<file path="config.mk">
export PLATFORM = sky130hd
export DESIGN_NAME = lfsr_range_gen
export DESIGN_NICKNAME = d
export VERILOG_FILES = /design/src/rtl/lfsr_range_gen.sv
export SDC_FILE = /design/constraint.sdc
export NUM_CORES = 1
export LEC_CHECK = 0
export ABC_AREA = 1
export ABC_CLOCK_PERIOD_IN_PS = 880
export CAP_MARGIN = 10
export CORE_MARGIN = 3
export CORE_UTILIZATION = 25
export CTS_CLUSTER_SIZE = 10
export DETAILED_ROUTE_END_ITERATION = 12
export DONT_BUFFER_PORTS = 1
export PLACE_DENSITY_LB_ADDON = 0.25
export SYNTH_ARGS = -nofsm -noshare
export SYNTH_HDL_FRONTEND = slang
export SYNTH_SLANG_ARGS = --single-unit
</file>
<file path="constraint.sdc">
create_clock -name clock -period 0.88 [get_ports clock]
set_input_delay 0.044 -clock clock [delete_from_list [all_inputs] [get_ports clock]]
set_output_delay 0.044 -clock clock [all_outputs]
set_load 0.05 [all_outputs]
</file>
<file path="src/rtl/lfsr_range_gen.sv">
// Fibonacci LFSR with runtime seed loading and a request/response port that returns range-bounded values.
// Optional build macro LFSR_LOCKUP_GUARD_EN replaces any all-zero load or advance result with 1.
module lfsr_range_gen #(
  parameter int unsigned      WIDTH     = 9,
  parameter logic [WIDTH-1:0] TAPS      = WIDTH'(9'h011),
  parameter logic [WIDTH-1:0] SEED      = {WIDTH{1'b1}},
  parameter logic [WIDTH-1:0] RANGE_MIN = '0,
  parameter logic [WIDTH-1:0] RANGE_MAX = {WIDTH{1'b1}}
) (
  input  logic             clock,
  input  logic             reset,
  input  logic             step,
  input  logic             seed_load,
  input  logic [WIDTH-1:0] seed_value,
  input  logic             req,
  output logic             req_ready,
  output logic             rsp_valid,
  input  logic             rsp_ready,
  output logic [WIDTH-1:0] rsp_value,
  output logic [WIDTH-1:0] lfsr_output
);

  // A zero SEED would lock the register, so reset falls back to 1.
  localparam logic [WIDTH-1:0] RESET_STATE = (SEED == '0) ? WIDTH'(1) : SEED;
  localparam logic [WIDTH-1:0] SPAN        = RANGE_MAX - RANGE_MIN;

  typedef enum logic [1:0] {
    IDLE  = 2'd0,
    DRAW  = 2'd1,
    VALID = 2'd2
  } state_t;

  state_t           state_q, state_d;
  logic [WIDTH-1:0] lfsr_q, lfsr_d;
  logic [WIDTH-1:0] rsp_value_q, rsp_value_d;
  logic             rsp_valid_q, rsp_valid_d;
  logic [WIDTH-1:0] offset;
  logic             in_range;

  function automatic logic [WIDTH-1:0] lfsr_advance(input logic [WIDTH-1:0] s);
    return {^(s & TAPS), s[WIDTH-1:1]};
  endfunction

  function automatic logic [WIDTH-1:0] lockup_fix(input logic [WIDTH-1:0] v);
`ifdef LFSR_LOCKUP_GUARD_EN
    return (v == '0) ? WIDTH'(1) : v;
`else
    return v;
`endif
  endfunction

  // Values below RANGE_MIN wrap to above SPAN, so one unsigned compare covers both bounds.
  assign offset   = lfsr_q - RANGE_MIN;
  assign in_range = (offset <= SPAN);

  always_comb begin
    state_d     = state_q;
    lfsr_d      = lfsr_q;
    rsp_value_d = rsp_value_q;
    rsp_valid_d = rsp_valid_q;

    unique case (state_q)
      IDLE: begin
        if (req) state_d = DRAW;
      end
      DRAW: begin
        if (in_range) begin
          state_d     = VALID;
          rsp_value_d = lfsr_q;
          rsp_valid_d = 1'b1;
        end
      end
      VALID: begin
        if (rsp_ready) begin
          state_d     = IDLE;
          rsp_valid_d = 1'b0;
        end
      end
      default: begin
        state_d     = IDLE;
        rsp_valid_d = 1'b0;
      end
    endcase

    // Seed load wins over the DRAW auto-advance, which wins over step; step is dead in DRAW.
    if (seed_load) begin
      lfsr_d = lockup_fix(seed_value);
    end else if (state_q == DRAW) begin
      lfsr_d = lockup_fix(lfsr_advance(lfsr_q));
    end else if (step) begin
      lfsr_d = lockup_fix(lfsr_advance(lfsr_q));
    end
  end

  always_ff @(posedge clock or posedge reset) begin
    if (reset) begin
      state_q     <= IDLE;
      lfsr_q      <= RESET_STATE;
      rsp_value_q <= '0;
      rsp_valid_q <= 1'b0;
    end else begin
      state_q     <= state_d;
      lfsr_q      <= lfsr_d;
      rsp_value_q <= rsp_value_d;
      rsp_valid_q <= rsp_valid_d;
    end
  end

  assign req_ready   = (state_q == IDLE);
  assign rsp_valid   = rsp_valid_q;
  assign rsp_value   = rsp_value_q;
  assign lfsr_output = lfsr_q;

endmodule

</file>
Yosys cells after proc, flatten, opt, wreduce, memory -nomap -nowiden
Index checks and enable logic that the tools add are counted.
{"block": "totals", "regBits": 21, "out_inout_bits": 20, "wordCells": 27}
{"block": "op_classes", "n_lt_le_gt_ge": 1, "eq_ne": 5, "n_mux": 10, "bitwise": 1, "reduce_logical": 6}
{"op": "9-bit 2-to-1 mux", "count": 3}
{"op": "9-bit <= comparator (second input constant)", "count": 1}
{"op": "9-bit XOR reduction", "count": 1}
{"op": "2-bit 2-to-1 mux", "count": 3}
{"op": "2-bit inequality test (second input constant)", "count": 3}
{"op": "2-bit one-hot mux with 3 select lines", "count": 1}
{"op": "3-bit AND reduction", "count": 2}
{"op": "1-bit one-hot mux with 3 select lines", "count": 1}
{"op": "3-bit nonzero test", "count": 1}
{"op": "2-bit by 1-bit == test with 1-bit output (second input constant)", "count": 1}
{"op": "2-bit == test (second input constant)", "count": 1}
{"op": "2-bit logical NOT", "count": 1}
{"op": "1-bit 2-to-1 mux", "count": 2}
{"op": "2-bit AND reduction", "count": 1}
{"op": "1-bit NOT", "count": 1}

Logic depth before layout (Yosys ltp)
Gate-level depths: netlist of run 1.
{"block": "depth", "ltp_word": 4, "mapped_depth": 6, "mapped_depth_nobuf": 5}

Least setup slack after synthesis of run 1
No wires, ideal clock.
{"block": "synth_path", "kind": "register -> register", "startpoint": "reg lfsr_q[1] (netlist: lfsr_output[1])", "endpoint": "reg lfsr_q[0] (netlist: lfsr_output[0])", "arrival_ns": 1.079, "required_time_ns": 0.811, "setup_slack_ns": -0.268, "path_stages_with_launch": 5, "path_buffers": 0, "period_less_slack_ns": 1.148, "cell_sequence": "dfstp_2 inv_1 o21ai_0 nand2_2 o21ai_2"}
{"block": "synth_via", "elab_chain_cells": 3}
{"item": "start, declared", "line": "34", "rtl": "logic [WIDTH-1:0] lfsr_q, lfsr_d;"}
{"item": "start signal, assigned", "line": "103", "rtl": "lfsr_q <= lfsr_d;"}
{"item": "9-bit 2-to-1 mux", "line": "90", "rtl": "end else if (step) begin"}
{"item": "9-bit 2-to-1 mux *", "line": "88", "rtl": "end else if (state_q == DRAW) begin"}
{"item": "9-bit 2-to-1 mux *", "line": "86", "rtl": "if (seed_load) begin"}
Mark *: on every way between the ends. The rest lies on a longest branch, timed or not. The select of a mux whose other input is x is not followed.
A chain may end at the register's enable or synchronous reset.

Worst setup path in the final report of run 1
{"block": "layout_path", "startpoint": "reg state_q[0]", "endpoint": "out req_ready"}
{"block": "layout_via", "elab_chain_cells": 1}
{"item": "start, declared", "line": "33", "rtl": "state_t state_q, state_d;"}
{"item": "start signal, assigned", "line": "102", "rtl": "state_q <= state_d;"}
{"item": "2-bit logical NOT", "line": "109", "rtl": "assign req_ready = (state_q == IDLE);"}
{"item": "end, declared", "line": "16", "rtl": "output logic req_ready,"}
Every way passes these cells.

==> results.yml, run 1 <==
outcome:
  status: "complete, but fails checks"
  violations: "hold timing, setup timing"
pwr:
  p_leak_nw: 0.822
  peakVddDrop_v: 0.00140
  powerDensity_nw_per_um2: 3550
floorplan:
  die_area_sq_um: 4870
  ios: 35
  die_w_um: 69.8
  placementRows: 22
  initial_utilization_pct: 26.7
  die_height_um: 69.8
  core_sq_um: 3800
detailed_routing:
  route.detailed.drc: 0
  wirelength_mm: 2.49
  vias: 885
  vias_per_cell: 4.32
  first_iter_violations: 3
  post_drt_wl_per_cell_um: 12.1
  first_pass_iters: 2
  drtAntennaViolNets: 0
final_layout:
  num_antenna_cells: 0
  drive_gt1_share_pct: 70.7
  synthToLayoutAreaGrowth_pct: 75.6
  nets: 173
timing:
  fin_crit_ps: 1080
  whs_ps: -74.0
  rsz0062_at_grt: "yes"
  skew_ps: 1.05
  finalCritPeriodShare_pct: 123
  setup_viol: 32
  hold_viol_final: 9
  maxSlewViolCount: 0
  setup_slack_ps: -203
  worstMarginPinSlew_ps: 277
  timing.fmax_ghz: 0.923
  fin_setup_tns_ps: -4010
  maxSlewHeadroom_pct: 81.5
place:
  dpl.hpwl_mm: 1.61
  place_congestion: 0.735
  port_buffers: 0
  dp_slack_ps: -84.8
clock_tree:
  cts_htree_levels: 1
  numCtsBuffers: 3
  clockBufferDepth: 2
  root_buffer: "clkbuf_8"
  tritoncts: "done"
  ctsHoldBuffers: 3
  clkLatencyLatePin_ps: 250
  clk_pin_slew_ps: 70
  cts.sinks: 21
worst_setup_path:
  cp.required_ps: 840
  worstRegToRegCells: 6
  reg2reg_to: "lfsr_output[7]"
  critical_path.endpoint: "req_ready"
  path_max_fanout: 4
  startpoint: "state_q[0]"
  critPathCaptureType: "primary output"
  r2r_slack_ps: -180
  arrival_ps: 1040
  regToRegStartpoint: "state_q[0]"
  critPathLaunchType: "register"
  criticalPathCategory: "reg2out"
grt:
  grt_max_degree: 22
  grtUsageMet1_pct: 13.3
  grt_overflow_total: 0
  grt_pass1_vias: 900
  gr-usage-met2_pct: 18.9
  grt_pass1_wl_mm: 4.27
  antenna_found_initial: 0
  grt_usage_pct: 10.9
  grtUsageMet3_pct: 3.91
  busiest_layer: "met2"
synthesis:
  synth_cells: 106
  ys_types: 18
  syn_area_per_cell_sq_um: 9.58
  yosysWarnings: 0
  ys_seq_area_share_pct: 52.8
  syn_nets: 121
  syn-cell-area_sq_um: 1020
  synth-seq-cells: 21
hold_path:
  hp-class: "in2reg"
flow_run:
  cap_viol_max_count: 0
==> worst min path at each step <==
stage / from / end / slack [ps] / cells past startpoint
after CTS: seed_load / lfsr_output[0] / -80 / 3
after global placement: reset / rsp_value[6] / -10 / 2
final: seed_load / lfsr_output[4] / -70 / 3
after detailed placement: reset / rsp_value[6] / -5 / 2
after global routing: seed_load / lfsr_output[4] / -80 / 3
after floorplan: reset / rsp_value[0] / 10 / 1
==> synthesized netlist by cell type <==
master / n / area share [%]
a21oi_1: 1 / 0.49
buf_12: 1 / 2.0
buf_6: 3 / 3.3
clkbuf_8: 1 / 1.4
dfrtp_1: 12 / 30
dfstp_2: 9 / 23
inv_1: 13 / 4.8
nand2_1: 27 / 10
nand2_2: 2 / 1.2
nand2_4: 2 / 2.2
nand3_1: 2 / 0.99
nor2_1: 2 / 0.74
nor2_8: 1 / 2.0
nor3b_1: 1 / 0.74
o21ai_0: 18 / 8.9
o21ai_1: 2 / 0.99
o21ai_2: 8 / 6.9
or2_2: 1 / 0.62
==> metal layers <==
layer	part of all wire, %	up-vias
met5	0	-
met4	0	0
met3	5.1	0
met2	54	20
met1	41	423
li1	-	442
==> power breakdown <==
group	internal, W	leakage [nW]	switching, W
registers	0.00136	0.245	0.000273
clock network	0.000322	0.0228	0.000297
logic	0.00187	0.554	0.00220
total	0.00356	0.822	0.00277
==> worst max-delay path, cell delays in order, from the launching register on <==
cell	delay (ps)
dfrtp_1	400
buf_6	130
nor2_4	110
buf_12	140
==> final cells by class <==
| class | count | area, sq um |
|---|---|---|
| timing repair buffer | 51 | 591 |
| inverter | 13 | 51.3 |
| clock buffer | 4 | 45.0 |
| tap | 48 | 60.1 |
| fill | 373 | 2010 |
| multi-input combinational | 68 | 499 |
| sequential | 21 | 538 |
==> what timing repair did <==
action,4_1_cts,5_1_grt
hold endpoints to repair,33,9
buffers inserted,10,7
pin swaps,8,2
gates resized for setup,60,14
setup endpoints to repair,39,40
cloned,3,0
==> logic make-up after synthesis <==
kind of cell           synth area share (%)
AND/OR/NAND/NOR                        18.5
AO/OA/AOI/OAI                          17.2
flip-flops                             52.8
buffers and inverters                  11.5
==> registers in the layout, summed over array words and instances (netlist names) <==
| register | cells |
|---|---|
| rsp_value | 9 |
| rsp_valid | 1 |
| lfsr_output | 9 |
| state_q | 2 |
==> through the flow <==
step	hold WS [ps]	utilization [%]	instance area, sq um	cells	power [W]
floorplan	13.8	-	1030	106	0.00351
global placement	-14.1	33.5	1270	179	0.00434
detailed placement	-5.30	33.5	1270	179	0.00438
CTS	-83.4	44.6	1700	199	0.00608
global route	-83.5	47.0	1780	205	0.00668
finish	-74.0	47.0	1780	205	0.00633
==> placed cells by master (no fill, tap or decap), types with 9 or more instances in the layout <==
master    n
o21ai_2  16
buf_4    15
dfstp_2   9
inv_2     9
o21ai_1  12
buf_8     9
buf_6    20
nand2_2  13
nand2_1  13
dfrtp_1  11
Note: power is estimated with default switching activity, not from simulation.
==> run 2: changes to the inputs <==
--- a/config.mk
+++ b/config.mk
@@ -9,7 +9,7 @@
 export ABC_CLOCK_PERIOD_IN_PS = 880
 export CAP_MARGIN = 10
 export CORE_MARGIN = 3
-export CORE_UTILIZATION = 25
+export CORE_UTILIZATION = 45
 export CTS_CLUSTER_SIZE = 10
 export DETAILED_ROUTE_END_ITERATION = 12
 export DONT_BUFFER_PORTS = 1
==> run 2 against run 1 <==
The flow still finishes with violations (hold timing, setup timing). Critical path depth up 2. Flip-flop and latch count unchanged. Clock power down 21%. Largest cell class unchanged. Largest power group unchanged.
==> results.yml, run 2 (synthesis results as in run 1) <==
floorplan:
  die_w_um: 53.5
  initial_utilization_pct: 49.8
  die_area_sq_um: 2860
  ios: 35
  die_height_um: 53.5
  core_sq_um: 2040
  placementRows: 16
grt:
  grt_pass1_vias: 965
  grt_max_degree: 22
  antenna_found_initial: 0
  grt_pass1_wl_mm: 4.47
  grt_usage_pct: 21.9
  grt_overflow_total: 0
pwr:
  p_leak_nw: 0.859
  peakVddDrop_v: 0.00266
  clkPwrFrac_pct: 7.3
  p_comb_share_pct: 68.3
  seq_power_share_pct: 24.5
  internal-power_w: 0.00363
  powerDensity_nw_per_um2: 3700
  switching_power_w: 0.00311
  switching_share_pct: 46.1
timing:
  hold_viol_final: 9
  maxSlewViolCount: 0
  timing.fmax_ghz: 0.840
  finalCritPeriodShare_pct: 135
  setup_slack_ps: -311
  setup_viol: 41
  skew_ps: 9.57
  rsz0062_at_grt: "yes"
  worstMarginPinSlew_ps: 275
  fin_crit_ps: 1190
  maxSlewHeadroom_pct: 81.7
  whs_ps: -120
worst_setup_path:
  crit_chain: "buf_4, inv_2, o21ai_1, nand2_1, o21ai_4"
  slowest_delay_ps: 590
  cp.required_ps: 1130
  worstRegToRegCells: 5
  arrival_ps: 1440
  critPathLaunchType: "register"
  criticalPathCategory: "reg2reg"
  critPathTopFamily: "flip-flops"
  crit_slowest_cell: "dfstp_2"
  crit_buf_inv: 2
  path_max_fanout: 3
  crit_cells: 5
  critPathCaptureType: "register"
final_layout:
  nets: 180
  layout_common_cells: "buf_6, buf_4, nand2_1, o21ai_2"
  final_util_pct: 89.3
  synthToLayoutAreaGrowth_pct: 79.4
  drive_gt1_share_pct: 70.7
  final_common_cell: "buf_6"
  nFillCells: 87
  num_antenna_cells: 0
detailed_routing:
  vias_per_cell: 5.21
  drtAntennaViolNets: 0
  post_drt_wl_per_cell_um: 17.5
  wirelength_mm: 3.34
  route.detailed.drc: 0
  vias: 996
  first_pass_iters: 4
  first_iter_violations: 18
clock_tree:
  root_buffer: "clkbuf_4"
  ctsHoldBuffers: 4
  clkLatencyLatePin_ps: 310
  clockBufferDepth: 2
  numCtsBuffers: 3
  tritoncts: "done"
  cts.sinks: 21
  clk_pin_slew_ps: 130
  cts_htree_levels: 1
place:
  dp_slack_ps: -103
  place_congestion: 0.780
  port_buffers: 0
  dpl.hpwl_mm: 1.52
hold_path:
  hp-class: "in2reg"
  whs_path_depth: 3
outcome:
  status: "complete, but fails checks"
  violations: "hold timing, setup timing"
flow_run:
  cap_viol_max_count: 0
[run 2: changes by cell type in the layout (fill, tap and decap cells not counted), moves of 2 or more]
cell / before / now
buf_4: 15 / 20
clkbuf_8: 3 / 0
nand2_1: 13 / 16
nand2_2: 13 / 7
buf_6: 20 / 22
clkbuf_4: 0 / 3
inv_6: 0 / 2
inv_2: 9 / 7
nand2_4: 3 / 6
[run 2: final cells by class]
type / count / area, sq um / area share, %
Inverter: 13 / 61.3 / 3.36
Clock buffer: 4 / 26.3 / 1.44
Multi-Input combinational cell: 68 / 523 / 28.7
Tap cell: 27 / 33.8 / 1.85
Sequential cell: 21 / 538 / 29.5
Timing Repair Buffer: 58 / 641 / 35.1
[run 2: path summary, 6_finish.rpt]
| check | start | end | slack (ps) |
|---|---|---|---|
| worst max-delay path | lfsr_output[7] | lfsr_output[6] | -310 |
| worst min-delay path | seed_load | lfsr_output[4] | -120 |
| worst max register to register | lfsr_output[7] | lfsr_output[6] | -310 |
| worst min register to register | lfsr_output[5] | lfsr_output[5] | 540 |
| max in group asynchronous | reset | lfsr_output[2] | 380 |
| min in group asynchronous | reset | rsp_value[4] | 210 |
[run 2: power by group through the flow]
stage               sequential [W]  combinational [W]  clock, W
floorplan                  0.00262           0.000881         0
global placement           0.00158            0.00269         0
detailed placement         0.00159            0.00274         0
CTS                        0.00160            0.00386  0.000466
global route               0.00169            0.00483  0.000535
finish                     0.00165            0.00460  0.000490
[run 2: repair_timing]
item	4_1_cts	5_1_grt
pin swaps	6	12
endpoints found under the setup margin	41	41
hold endpoints to repair	33	9
cloned	2	0
buffers inserted	21	5
gates resized for setup	43	38
[run 2: worst reg2reg max path, stage by stage (launching register included)]
cell,delay [ps]
dfstp_2,590
buf_4,110
inv_2,50
o21ai_1,170
nand2_1,130
o21ai_4,80
[run 2: metrics by stage]
step	total power [W]	setup TNS, ps	instance area (sq um)	cells	hold slack, ps
after CTS	0.00592	-5740	1650	186	-125
final	0.00674	-7190	1820	191	-120
after detailed placement	0.00433	-1100	1220	155	-18.8
after floorplan	0.00351	-2180	1030	106	13.8
after global routing	0.00705	-8690	1820	191	-122
after global placement	0.00427	-407	1220	155	-18.6
[run 2: metal layers]
layer | wire length (um) | GRT usage, %
met1 | 1330 | 27.3
met2 | 1740 | 37.6
met3 | 192 | 4.23
met4 | 75 | 7.66
met5 | 0 | 0
==> run 3: changes to the inputs <==
--- a/config.mk
+++ b/config.mk
@@ -9,7 +9,7 @@
 export ABC_CLOCK_PERIOD_IN_PS = 880
 export CAP_MARGIN = 10
 export CORE_MARGIN = 3
-export CORE_UTILIZATION = 45
+export CORE_UTILIZATION = 48
 export CTS_CLUSTER_SIZE = 10
 export DETAILED_ROUTE_END_ITERATION = 12
 export DONT_BUFFER_PORTS = 1
==> run 3 against run 2 <==
The run still ends with hold timing, setup timing left. Count of clock-buffer cells in the layout is 1 lower. Fmax rose by 3.8%. Clock power hardly changed. Utilization decreased by 3.9 points. Clock skew fell by 7.0 ps. Cell area down 7.1%. Hold slack worse by 23 ps. First-iteration DRC count increased by 5.6%. Power is 9.0% lower. Non-clock buffer count shrank 4. Highest routed layer unchanged. Setup slack better by 43 ps. Largest power group unchanged. Flip-flop and latch count unchanged.
==> results.yml, run 3 (synthesis results as in run 1) <==
outcome:
  status: "complete, but fails checks"
  violations: "hold timing, setup timing"
place:
  placed_area_sq_um: 1220
  place_congestion: 0.801
  dpl.hpwl_mm: 1.48
  port_buffers: 0
timing:
  setup_viol: 41
  hold_viol_final: 9
  maxSlewViolCount: 0
  fin_crit_ps: 1150
  maxSlewHeadroom_pct: 82.5
  setup_slack_ps: -268
  finalCritPeriodShare_pct: 130
  timing.fmax_ghz: 0.871
  fin_setup_tns_ps: -5970
  whs_ps: -143
  rsz0062_at_grt: "yes"
  worstMarginPinSlew_ps: 262
  skew_ps: 2.56
floorplan:
  initial_utilization_pct: 51.3
  placementRows: 16
  die_w_um: 52.0
  core_sq_um: 1980
  die_height_um: 52.0
  ios: 35
  die_area_sq_um: 2700
pwr:
  clkPwrFrac_pct: 7.9
  peakVddDrop_v: 0.00245
  internal-power_w: 0.00330
  power.total_w: 0.00614
  seq_power_share_pct: 26.6
  switching_share_pct: 46.2
  p_comb_share_pct: 65.5
  powerDensity_nw_per_um2: 3630
  p_leak_nw: 0.799
  switching_power_w: 0.00284
flow_run:
  cap_viol_max_count: 0
final_layout:
  fin_area_sq_um: 1690
  nets: 177
  num_antenna_cells: 0
  synthToLayoutAreaGrowth_pct: 66.6
  drive_gt1_share_pct: 61.5
  final_common_cell: "nand2_1"
  layout_common_cells: "nand2_1, buf_4, buf_6"
worst_setup_path:
  critPathCaptureType: "primary output"
  crit_chain: "buf_6, nor2_4, buf_12"
  critPathTopFamily: "flip-flops"
  slowest_delay_ps: 410
  crit_slowest_cell: "dfrtp_1"
  arrival_ps: 1100
  criticalPathCategory: "reg2out"
  crit_buf_inv: 2
  critPathLaunchType: "register"
  cp.required_ps: 840
  path_max_fanout: 2
grt:
  grt_max_degree: 22
  grt_usage_pct: 21.5
  antenna_found_initial: 0
  grtUsageMet1_pct: 27.7
  grtUsageMet3_pct: 4.01
  grt_pass1_vias: 937
  grt_pass1_wl_mm: 4.26
  grt_overflow_total: 0
  gr-usage-met2_pct: 36.8
  busiest_layer: "met2"
detailed_routing:
  post_drt_wl_per_cell_um: 14.4
  vias_per_cell: 4.99
  wirelength_mm: 2.70
  route.detailed.drc: 0
  first_iter_violations: 19
  drtAntennaViolNets: 0
  first_pass_iters: 4
  vias: 938
clock_tree:
  clkLatencyLatePin_ps: 310
  tritoncts: "done"
  clk_pin_slew_ps: 120
  cts.sinks: 21
  ctsHoldBuffers: 4
  clockBufferDepth: 2
  root_buffer: "clkbuf_4"
  numCtsBuffers: 3
  cts_htree_levels: 1
hold_path:
  hp-class: "in2reg"
run 3: cell count changes in the layout (fill, tap and decap cells not counted), moves of 2 or more:
cell,previous run,this run
buf_4,20,24
o21ai_2,16,13
buf_6,22,16
o21ai_1,11,13
nand2_1,16,27
nand2_4,6,0
nand2_2,7,2
run 3: repair_timing:
item,CTS,global route
hold endpoints to repair,33,9
gates resized for setup,45,11
buffers inserted,17,4
setup endpoints to repair,40,41
cloned,3,0
pin swaps,2,5
run 3: worst paths after layout:
path / startpoint / end / slack [ps] / depth (start not counted)
max: state_q[1] / req_ready / -270 / 3
min: seed_load / lfsr_output[0] / -140 / 3
max reg2reg: state_q[1] / rsp_value[8] / -200 / 6
min reg2reg: rsp_valid / rsp_valid / 520 / 2
max in group asynchronous: reset / lfsr_output[1] / 420 / 3
min in group asynchronous: reset / rsp_value[3] / 190 / 3
run 3: layout make-up:
| cell class | instances | area [sq um] |
|---|---|---|
| inverters | 13 | 61.3 |
| clock buffers | 3 | 22.5 |
| flip-flops and latches | 21 | 538 |
| well taps | 27 | 33.8 |
| fillers | 96 | 289 |
| repair buffers | 54 | 556 |
| clock inverters | 1 | 5.00 |
| multi-input cells | 69 | 477 |
run 3: per-layer routing:
layer | wire length (um) | vias up
met1 | 1100 | 447
li1 | - | 454
met4 | 38 | 0
met5 | 0 | -
met2 | 1440 | 32
met3 | 122 | 5
run 3: tightest hold or removal path: stages:
cell	delay, ps
o21ai_4	40
nand2_2	60
o21ai_2	40
run 3: per-stage QoR:
stage	util (%)	hold WS, ps	cells	setup WS [ps]
after global routing	85.4	-139	188	-312
after floorplan	-	13.8	106	-188
after CTS	81.5	-139	184	-252
final	85.4	-143	188	-268
after detailed placement	61.6	-19.2	156	-83.4
after global placement	61.6	-21.7	156	-69.1
run 3: power by group through the flow:
stage | combinational (W) | sequential (W) | clock [W]
2_1_floorplan | 0.000881 | 0.00262 | 0
3_3_place_gp | 0.00267 | 0.00158 | 0
5_1_grt | 0.00424 | 0.00166 | 0.000536
6_report | 0.00402 | 0.00163 | 0.000488
3_5_place_dp | 0.00271 | 0.00159 | 0
4_1_cts | 0.00374 | 0.00161 | 0.000476
